<file path="config.mk">
export PLATFORM = sky130hd
export DESIGN_NAME = instr_decoder
export DESIGN_NICKNAME = d
export VERILOG_FILES = /design/src/rtl/instr_decoder.sv
export SDC_FILE = /design/constraint.sdc
export NUM_CORES = 1
export LEC_CHECK = 0
export BUFFER_PORTS_ARGS = -buffer_cell sky130_fd_sc_hd__buf_2
export CORE_MARGIN = 5
export CORE_UTILIZATION = 50
export CTS_CLUSTER_SIZE = 14
export DETAILED_ROUTE_END_ITERATION = 12
export PLACE_DENSITY = 0.83
export SETUP_SLACK_MARGIN = 0.02
export SLEW_MARGIN = 20
export SYNTH_ARGS = -nofsm -noshare
export SYNTH_HDL_FRONTEND = slang
export SYNTH_SLANG_ARGS = --single-unit
</file>
<file path="constraint.sdc">
create_clock -name Clk -period 2.2 [get_ports Clk]
set_input_delay 0.44 -clock Clk [delete_from_list [all_inputs] [get_ports Clk]]
set_output_delay 0.44 -clock Clk [all_outputs]
set_load 0.005 [all_outputs]
</file>
<file path="src/rtl/instr_decoder.sv">
// instr_decoder: decode/issue stage turning 9-bit instructions into ALU micro-ops, expanding ROL n into n beats
package Definitions;
  localparam logic [2:0] AND = 3'b010;
  localparam logic [2:0] XOR = 3'b011;
  localparam logic [2:0] ROL = 3'b100;
  localparam logic [2:0] MOV = 3'b111;
endpackage

module instr_decoder #(
  parameter int IW  = 9,
  parameter int RAW = 3
) (
  input  logic           Clk,
  input  logic           Reset,
  input  logic           InstrValid,
  output logic           InstrReady,
  input  logic [IW-1:0]  Instr,
  output logic           IssueValid,
  input  logic           IssueReady,
  output logic [2:0]     IssueOp,
  output logic [RAW-1:0] IssueRd,
  output logic [RAW-1:0] IssueRs,
  output logic           IssueLast,
  output logic           IllegalOp,
  output logic           Busy
);
  typedef enum logic {IDLE, ISSUE} state_t;
  state_t         state_q, state_d;
  logic [2:0]     rem_q, rem_d, op_q, op_d, opc;
  logic [RAW-1:0] rd_q, rd_d, rs_q, rs_d;
  logic           ill_q, ill_d, is_rol, is_alu, accept, load, beat;
  // state register: issue slot, remaining-beat counter and illegal pulse
  always_ff @(posedge Clk or negedge Reset) begin
    if (!Reset) begin
      state_q <= IDLE;
      rem_q   <= 3'd0;
      op_q    <= 3'd0;
      rd_q    <= '0;
      rs_q    <= '0;
      ill_q   <= 1'b0;
    end else begin
      state_q <= state_d;
      rem_q   <= rem_d;
      op_q    <= op_d;
      rd_q    <= rd_d;
      rs_q    <= rs_d;
      ill_q   <= ill_d;
    end
  end
  // next state: a legal accept reloads the slot (even on the last beat), otherwise beats count down
  always_comb begin
    opc     = Instr[8:6];
    is_rol  = opc == Definitions::ROL;
    is_alu  = opc == Definitions::AND || opc == Definitions::XOR || opc == Definitions::MOV;
    accept  = InstrValid && InstrReady;
    load    = accept && (is_alu || (is_rol && Instr[2:0] != 3'd0));
    beat    = state_q == ISSUE && IssueReady;
    state_d = load ? ISSUE : (beat && rem_q == 3'd1) ? IDLE : state_q;
    rem_d   = load ? (is_rol ? Instr[2:0] : 3'd1) : beat ? rem_q - 3'd1 : rem_q;
    op_d    = load ? opc : op_q;
    rd_d    = load ? RAW'(Instr[5:3]) : rd_q;
    rs_d    = load ? RAW'(is_rol ? Instr[5:3] : Instr[2:0]) : rs_q;
    ill_d   = accept && !is_alu && !is_rol;
  end
  // outputs: ready is combinational from IssueReady so the slot reloads without a bubble
  always_comb begin
    IssueValid = state_q == ISSUE;
    IssueLast  = IssueValid && rem_q == 3'd1;
    InstrReady = !IssueValid || (IssueReady && rem_q == 3'd1);
    Busy       = IssueValid;
    IssueOp    = op_q;
    IssueRd    = rd_q;
    IssueRs    = rs_q;
    IllegalOp  = ill_q;
  end
endmodule

</file>
==> impl_metrics.toml, run 1 <==
[clock_tree]
ctsResizeCount = 0
hold_buffers = 0
cts_setup_buffers = 0
cts_buffers = 3
clock_latency_ps = 280
cts_tree = "done"
cts_root_buf = "clkbuf_4"
cts_sinks = 14
clock_path_buffers = 2
cts_htree_levels = 1
path_clk_slew_ps = 80

[setup_path]
cp.depth = 5
crit_end = "InstrReady"
crit_chain = "inv_1 -> ha_1 -> nand3b_1 -> nand2_1 -> buf_2"
worstSetupStartpointType = "flop"
crit_buf_inv = 2
cp.required_ps = 1760
crit_slowest_cell = "dfrtp_1"
reg2reg_depth = 7
slowest_delay_ps = 380
reg2reg_setup_slack_ps = 620
cp-startpoint = "rem_q[1]$_DFFE_PN0P_"
critPathCaptureType = "output port"
critPathKind = "flop to output port"
arrival_ps = 1290
r2r-start = "rem_q[1]$_DFFE_PN0P_"
cp_top_family = "flip-flops"
crit_path_max_fanout = 5
worst_r2r_endpoint = "IssueRs[2]$_DFFE_PN0P_"

[floorplan]
die_y_um = 48.10
die_x_um = 48.10
rows = 13
ios = 27
core_region_area_um2 = 1334
die_area_um2 = 2313
initial_utilization = 0.5441

[route]
post_drt_wl_per_cell_um = 13.50
wirelength_um = 1377
drc = 0
vias = 525
first_iter_violations = 5
drt_pass1_iterations = 4
via_per_inst = 5.147
ant_nets = 0

[power_and_ir_drop]
switching_share = 0.3155
p_comb_frac = 0.429
vdd_drop_max_uv = 822.9
total_power_mw = 1.103
leakagePower_nw = 0.4921
p_switching_mw = 0.3479
clockPowerShare = 0.163
intPower_mw = 0.7550
power_frac_seq = 0.409
p_per_area_nw_per_um2 = 1206

[place]
gp_congestion = 0.6773
dp_cells = 98
port_buffers = 26
dp_hpwl_um = 1147
pre_cts_slack_ps = 519.6

[timing]
tightest_slew_ps = 340.2
hold_violations = 0
rsz0062_at_grt = "no"
maxSlewViolCount = 0
max_freq_mhz = 577.7
fin_crit_sh = 0.7868
setup_ws_ps = 469.0
clock-skew-final_ps = 0.7075
layout_min_cycle_time_ps = 1731
setup_viol = 0
fin_tns_setup_ps = 0
slew_headroom = 0.7727

[global_route]
antenna_found_initial = 0
grt_max_degree = 15
grt_overflow = 0
grt_pass1_vias = 536
grt_pass1_wl_um = 2359
globalRouteTotalUtil = 0.1593

[synth]
ys_seq_elements = 14
synth_cell_types = 25
synth_edf_count = 0
synth.avg_cell_area_um2 = 12.96
yosysSeqAreaShare = 0.4828
synth_ff_type = "dfrtp_1"
synth_area_leaders = "dfrtp_1 (48%), mux2_4 (12%), mux2_2 (4.7%), mux2i_1 (4.1%), ha_1 (3.4%)"
synthTopCellsByCount = "dfrtp_1 (14), mux2_4 (6), nand2_1 (6)"
syn_inst = 56
async_reset_ff_frac = 1.000
yosys_warnings = 0
synth_top_area_frac = 0.4828
syn_nets = 71
syn_area_um2 = 725.7
yosys.area.top_type = "dfrtp_1"
yosysMostFrequentCell = "dfrtp_1"

[final_layout]
syn2layout_area_growth_pct = 26.03
utilization = 0.6857
finalNonFillerCells = 102
drive_gt1_frac = 0.5057
layout.nets = 103
antennaDiodeCount = 0

[flow_run]
drv_cap = 0

[outcome]
outcome = "finished clean"

[hold_path]
hp-class = "input pin to asynchronous set/reset pin"
==> registers in the layout (all words and copies together), names as in the netlist <==
name,cells
Busy,1
IllegalOp,1
IssueOp,3
IssueRd,3
IssueRs,3
rem_q,3
==> placed cells by master, fill, tap and decap left out <==
cell      instances
clkbuf_8          1
mux2i_1           3
o21ai_0           1
nor2b_1           1
mux2_4            6
inv_1             3
ha_1              2
nor3b_4           1
clkbuf_4          3
o31a_1            1
buf_4             3
mux2_2            3
a21boi_1          1
nor3_1            1
nand3b_1          1
dfrtp_1          14
mux2_1            2
nand2_1           6
o211ai_2          1
nor2_1            1
a21oi_1           1
a32o_1            1
buf_2            26
nand3_1           1
xor2_1            1
xnor2_1           1
and3b_1           1
==> worst min-delay path by stage <==
stage	from	end	slack, ps	depth (start not counted)
after floorplan	Reset	Busy$_DFFE_PN0P_	140	0
after global placement	Reset	IssueRd[1]$_DFFE_PN0P_	350	1
after detailed placement	Reset	IssueRd[1]$_DFFE_PN0P_	350	1
after CTS	Reset	IssueRd[1]$_DFFE_PN0P_	30	1
after global routing	Reset	IssueRs[1]$_DFFE_PN0P_	40	1
final	Reset	IssueRd[1]$_DFFE_PN0P_	30	1
==> cells by family after synthesis <==
logic type,after synthesis,share of synthesized area
adders and majority gates,2,0.03448
and+or+nand+nor,13,0.1069
xor gates and xnor gates,2,0.02414
muxes,14,0.2431
AOI/OAI and AO/OA,6,0.06723
DFF,14,0.4828
buffers and inverters,5,0.04138
==> final cells by class <==
type	count	area [um^2]
inverters	3	11.26
well taps	15	18.77
flip-flops and latches	14	350.3
multi-input cells	37	345.3
fillers	111	419.2
repair buffers	29	152.6
clock buffers	4	36.28
==> metal layers <==
metal / routed length [um] / GRT usage
met5: 0 / 0
met4: 27 / 0.08065
met3: 120 / 0.07749
met2: 682 / 0.2718
met1: 547 / 0.1605
==> metrics by stage <==
| step | hold slack (ps) | instance area (um^2) |
|---|---|---|
| 4_1_cts | 28.50 | 914.6 |
| 6_report | 33.51 | 914.6 |
| 2_1_floorplan | 144.4 | 725.7 |
| 3_5_place_dp | 345.3 | 878.3 |
| 3_3_place_gp | 345.7 | 878.3 |
| 5_1_grt | 41.63 | 914.6 |
==> power groups by stage <==
stage | clock network (mW) | logic, mW | registers, mW
CTS | 0.190 | 0.486 | 0.454
global placement | 0 | 0.464 | 0.448
global route | 0.198 | 0.532 | 0.473
finish | 0.179 | 0.473 | 0.451
floorplan | 0 | 0.285 | 0.459
detailed placement | 0 | 0.484 | 0.455
No activity file was read; power rests on OpenSTA's default activity.
==> run 2: changes to the inputs <==
Settings changed: ABC_AREA set to 1, CORE_UTILIZATION 50 to 47, PLACE_DENSITY 0.83 to 0.79.
Clock period 2.2 ns to 1.65 ns, I/O delays scaled along.
==> run 2 against run 1 <==
Against the previous run:
- synthesized cell count grew 64%
- highest routed layer unchanged
- clock skew grew 4.9 ps
- via count grew 21%
- synthesized area grew 0.86%
- wire length grew 5.0%
- non-clock buffer count shrank 1
==> impl_metrics.toml, run 2 <==
[final_layout]
final_common_cell = "nand2_1"
mostFrequentLayoutCells = "nand2_1 (35), buf_2 (26), dfrtp_1 (14), inv_1 (9)"
drive_gt1_frac = 0.3306
antennaDiodeCount = 0
syn2layout_area_growth_pct = 26.32
layout.nets = 137
fillCellCount = 154

[place]
port_buffers = 26
gp_congestion = 0.7416
pre_cts_slack_ps = 64.53
dp_hpwl_um = 1147

[timing]
clock-skew-final_ps = 5.563
layout_min_cycle_time_ps = 1560
tightest_slew_ps = 302.4
setup_ws_ps = 90.28
max_freq_mhz = 641.1
slew_headroom = 0.7984
fin_crit_sh = 0.9453
hold_violations = 0
fin_tns_setup_ps = 0
setup_viol = 0
maxSlewViolCount = 0
rsz0062_at_grt = "yes"

[hold_path]
hp-start = "Instr[8]"
hp-class = "input pin to flop"
min_to = "IssueOp[2]$_DFFE_PN0P_"
hold_depth = 3

[global_route]
grt_pass1_vias = 624
globalRouteTotalUtil = 0.1375
grt_pass1_wl_um = 2594
grt_overflow = 0
grt_max_degree = 22
antenna_found_initial = 0

[setup_path]
reg2reg_depth = 8
arrival_ps = 1230
worstSetupStartpointType = "flop"
worst_r2r_endpoint = "IssueOp[1]$_DFFE_PN0P_"
cp.required_ps = 1320
critPathCaptureType = "output port"
crit_path_max_fanout = 2
r2r-start = "rem_q[1]$_DFFE_PN0P_"
reg2reg_setup_slack_ps = 200
critPathKind = "flop to output port"

[synth]
synth.avg_cell_area_um2 = 7.956
ys_seq_elements = 14
yosys_warnings = 0
synth_area_leaders = "dfrtp_1 (48%), nand2_1 (18%), inv_1 (4.6%), ha_1 (3.4%), nand2_2 (3.4%)"
synth_edf_count = 0
yosysMostFrequentCell = "nand2_1"
synth_cell_types = 19
syn_nets = 107
syn_area_um2 = 732.0
synth_ff_type = "dfrtp_1"
synthTopCellsByCount = "nand2_1 (35), dfrtp_1 (14), inv_1 (9)"
synth_top_area_frac = 0.4786
yosys.area.top_type = "dfrtp_1"
syn_inst = 92
async_reset_ff_frac = 1.000
yosysSeqAreaShare = 0.4786

[floorplan]
die_y_um = 49.47
initial_utilization = 0.4916
core_region_area_um2 = 1489
die_x_um = 49.47
die_area_um2 = 2447
rows = 14
ios = 27

[clock_tree]
path_clk_slew_ps = 80
cts_buffers = 3
cts_htree_levels = 1
cts_tree = "done"
clock_latency_ps = 280
cts_sinks = 14
clock_path_buffers = 2
cts_root_buf = "clkbuf_4"

[route]
post_drt_wl_per_cell_um = 10.55
wirelength_um = 1446
first_iter_violations = 2
ant_nets = 0
drc = 0
via_per_inst = 4.620
vias = 633
drt_pass1_iterations = 3

[power_and_ir_drop]
vdd_drop_max_uv = 824.6
leakagePower_nw = 0.5394
p_per_area_nw_per_um2 = 1555

[outcome]
outcome = "finished clean"

[flow_run]
drv_cap = 0
[run 2: logic make-up (layout without fill, tap and decap cells)]
family	count (synthesis)	in the layout	synth area share
and+or+nand+nor	49	49	0.2940
DFF	14	14	0.4786
buffers and inverters	14	43	0.08889
AOI/OAI and AO/OA	11	11	0.08033
adders and majority gates	2	2	0.03418
xor gates and xnor gates	2	2	0.02394
[run 2: final cells by class]
class	count	area (um^2)	area share
clock buffer	4	36.28	0.03924
inverter	11	41.29	0.04465
multi-input combinational	64	329.1	0.3559
sequential	14	350.3	0.3789
tap	16	20.02	0.02165
timing repair buffer	28	147.6	0.1597
[run 2: power by group]
group          switching (mW)  leakage [nW]  internal, mW
registers               0.100         0.172         0.502
clock network           0.107        0.0210         0.134
logic                   0.315         0.346         0.280
total                   0.522         0.539         0.916
[run 2: how the worst max path moves through the flow]
| stage | cells past startpoint | endpoint | start | slack (ps) |
|---|---|---|---|---|
| finish | 5 | InstrReady | rem_q[1]$_DFFE_PN0P_ | 90 |
| global route | 5 | InstrReady | rem_q[1]$_DFFE_PN0P_ | -5 |
| CTS | 8 | IssueOp[1]$_DFFE_PN0P_ | rem_q[1]$_DFFE_PN0P_ | 30 |
| detailed placement | 8 | IssueOp[1]$_DFFE_PN0P_ | rem_q[1]$_DFFE_PN0P_ | 60 |
| global placement | 8 | IssueRs[0]$_DFFE_PN0P_ | rem_q[1]$_DFFE_PN0P_ | 130 |
| floorplan | 8 | rem_q[1]$_DFFE_PN0P_ | rem_q[1]$_DFFE_PN0P_ | 320 |
[run 2: what timing repair did]
item / 4_1_cts / 5_1_grt
gates resized for setup: 0 / 2
endpoints found under the setup margin: 0 / 12
hold buffers: 1 / 0
setup buffers: 0 / 0
hold endpoints to repair: 14 / 0
[run 2: layer usage]
| layer | vias to the layer above | track usage | share of wire |
|---|---|---|---|
| met2 | 18 | 0.1996 | 0.46 |
| li1 | 339 | - | - |
| met4 | 0 | 0.07860 | 0.014 |
| met1 | 272 | 0.1775 | 0.47 |
| met5 | - | 0 | 0 |
| met3 | 4 | 0.04518 | 0.057 |
[run 2: worst max-delay path, stage by stage, from the launching register on]
cell	delay, ps
dfrtp_1	390
inv_1	70
ha_1	170
nand3_2	110
nand2_1	90
buf_2	120
[run 2: per-stage QoR]
step                      instances  power (mW)  utilization  hold WS, ps  cell area (um^2)
final                           137       1.438       0.6210        282.9             924.6
after floorplan                  92      0.9699            -        34.41             732.0
after CTS                       137       1.443       0.6126        280.0             912.1
after detailed placement        132       1.192       0.5815        238.4             865.8
after global placement          132       1.170       0.5815        233.8             865.8
after global routing            137       1.590       0.6210        290.1             924.6
==> run 3: changes to the inputs <==
Settings changed: CORE_UTILIZATION 47 to 42, PLACE_DENSITY 0.79 to 0.74.
Clock period 1.65 ns to 1.3 ns, I/O delays scaled along.
==> run 3 against run 2 <==
Against the previous run:
- the run now ends with setup timing left
- flip-flop and latch count stayed put
- utilization is 4.0 points higher
- non-clock buffer count is 11 higher
- critical path type unchanged
- cell count is 8.8% higher
==> impl_metrics.toml, run 3 (same netlist as run 2, synthesis figures left out) <==
[outcome]
outcome = "finished, violations left"
violations = "setup timing"

[setup_path]
critPathCaptureType = "output port"
worstSetupStartpointType = "flop"
cp-startpoint = "rem_q[1]$_DFFE_PN0P_"
crit_slowest_cell = "dfrtp_1"
crit_buf_inv = 2
arrival_ps = 1150
r2r-start = "rem_q[1]$_DFFE_PN0P_"
slowest_delay_ps = 390
crit_chain = "inv_2 -> ha_4 -> nand3_4 -> nand2_2 -> buf_6"
crit_path_max_fanout = 2
cp.required_ps = 1040
critPathKind = "flop to output port"
cp_top_family = "flip-flops"

[global_route]
grt_max_degree = 15
globalRouteTotalUtil = 0.1425
grt_pass1_vias = 707
grt_pass1_wl_um = 2884
antenna_found_initial = 0
grt_overflow = 0

[timing]
fin_crit_sh = 1.088
hold_violations = 0
clock-skew-final_ps = 4.462
slew_headroom = 0.7905
fin_tns_setup_ps = -610.3
setup_viol = 14
layout_min_cycle_time_ps = 1414
setup_ws_ps = -114.4
maxSlewViolCount = 0
timing.hold.ws_ps = 216.7
max_freq_mhz = 707.0
tightest_slew_ps = 314.2
rsz0062_at_grt = "yes"

[clock_tree]
clock_path_buffers = 2
path_clk_slew_ps = 80
cts_sinks = 14
cts_buffers = 3
clock_latency_ps = 270
cts_tree = "done"
cts_htree_levels = 1
cts_root_buf = "clkbuf_4"

[place]
gp_congestion = 0.8270
dp_cells = 138
pre_cts_slack_ps = -74.11
port_buffers = 26
placed_area_um2 = 914.6
dp_hpwl_um = 1210

[floorplan]
die_area_um2 = 2678
core_region_area_um2 = 1689
initial_utilization = 0.4333
die_y_um = 51.75
die_x_um = 51.75
ios = 27
rows = 15

[final_layout]
ff_latch_area_um2 = 350.3
fillCellCount = 145
drive_gt1_frac = 0.5606
layout.nets = 148
finalNonFillerCells = 149
syn2layout_area_growth_pct = 52.65
antennaDiodeCount = 0
fin_area_um2 = 1117
final_common_cell = "buf_2"
mostFrequentLayoutCells = "buf_2 (25), nand2_1 (23), dfrtp_1 (14), nand2_2 (14), buf_4 (8)"
utilization = 0.6615
multiInputGateArea_um2 = 416.7

[route]
drt_pass1_iterations = 4
via_per_inst = 4.832
first_iter_violations = 7
drc = 0
vias = 720
wirelength_um = 1759
ant_nets = 0
post_drt_wl_per_cell_um = 11.81

[power_and_ir_drop]
leakagePower_nw = 0.6126
vdd_drop_max_uv = 1123
total_power_mw = 2.328
p_per_area_nw_per_um2 = 2083

[hold_path]
hp-start = "Instr[8]"
hp-class = "input pin to flop"

[flow_run]
drv_cap = 0
## run 3: cell count changes in the layout (fill, tap and decap cells not counted), moves of 4 or more
cell / change
buf_4: +7
buf_6: +5
nand2_1: -12
nand2_2: +11
o21ai_1: -4
o21ai_2: +6
## run 3: path summary, 6_finish.rpt
| path | to | slack, ps | cells after the start |
|---|---|---|---|
| worst max-delay path | InstrReady | -110 | 5 |
| worst min-delay path | IssueOp[2]$_DFFE_PN0P_ | 220 | 3 |
| worst min register to register | IssueOp[2]$_DFFE_PN0P_ | 490 | 2 |
| min in group asynchronous | IssueRs[2]$_DFFE_PN0P_ | 390 | 2 |
| max in group asynchronous | rem_q[2]$_DFFE_PN0P_ | 670 | 2 |
| worst max register to register | rem_q[2]$_DFFE_PN0P_ | -50 | 9 |
## run 3: worst register-to-register path, cell delays in order (launching register included)
cell and delay, ps:
dfrtp_1 390, inv_2 90, ha_4 150, nand3_4 80
a21oi_4 180, nand2_4 100, buf_6 150, o21ai_2 50
nand2_1 60, nand2_1 50
## run 3: layout make-up
type                    instances  area share
multi-input cells              64      0.3729
flip-flops and latches         14      0.3136
repair buffers                 39      0.2251
inverters                      11     0.03695
clock buffers                   4     0.03247
well taps                      17     0.01904
## run 3: routing by layer
layer	track usage	up-vias	share of wire
met5	0	-	0
met4	0.02620	0	0.0068
met3	0.02865	2	0.057
met2	0.2712	23	0.52
met1	0.1636	334	0.42
li1	-	361	-
## run 3: what timing repair did
action | CTS | global route
gates resized for setup | 22 | 12
hold buffers | 1 | 0
setup buffers | 3 | 2
endpoints found under the setup margin | 14 | 16
pin swaps | 8 | 1
gates cloned | 1 | 0
endpoints found under the hold margin | 14 | 0
## run 3: report_power, final
group	switching [mW]	total, mW	internal [mW]
Clock	0.133	0.303	0.170
Sequential	0.181	0.819	0.638
Combinational	0.559	1.21	0.646
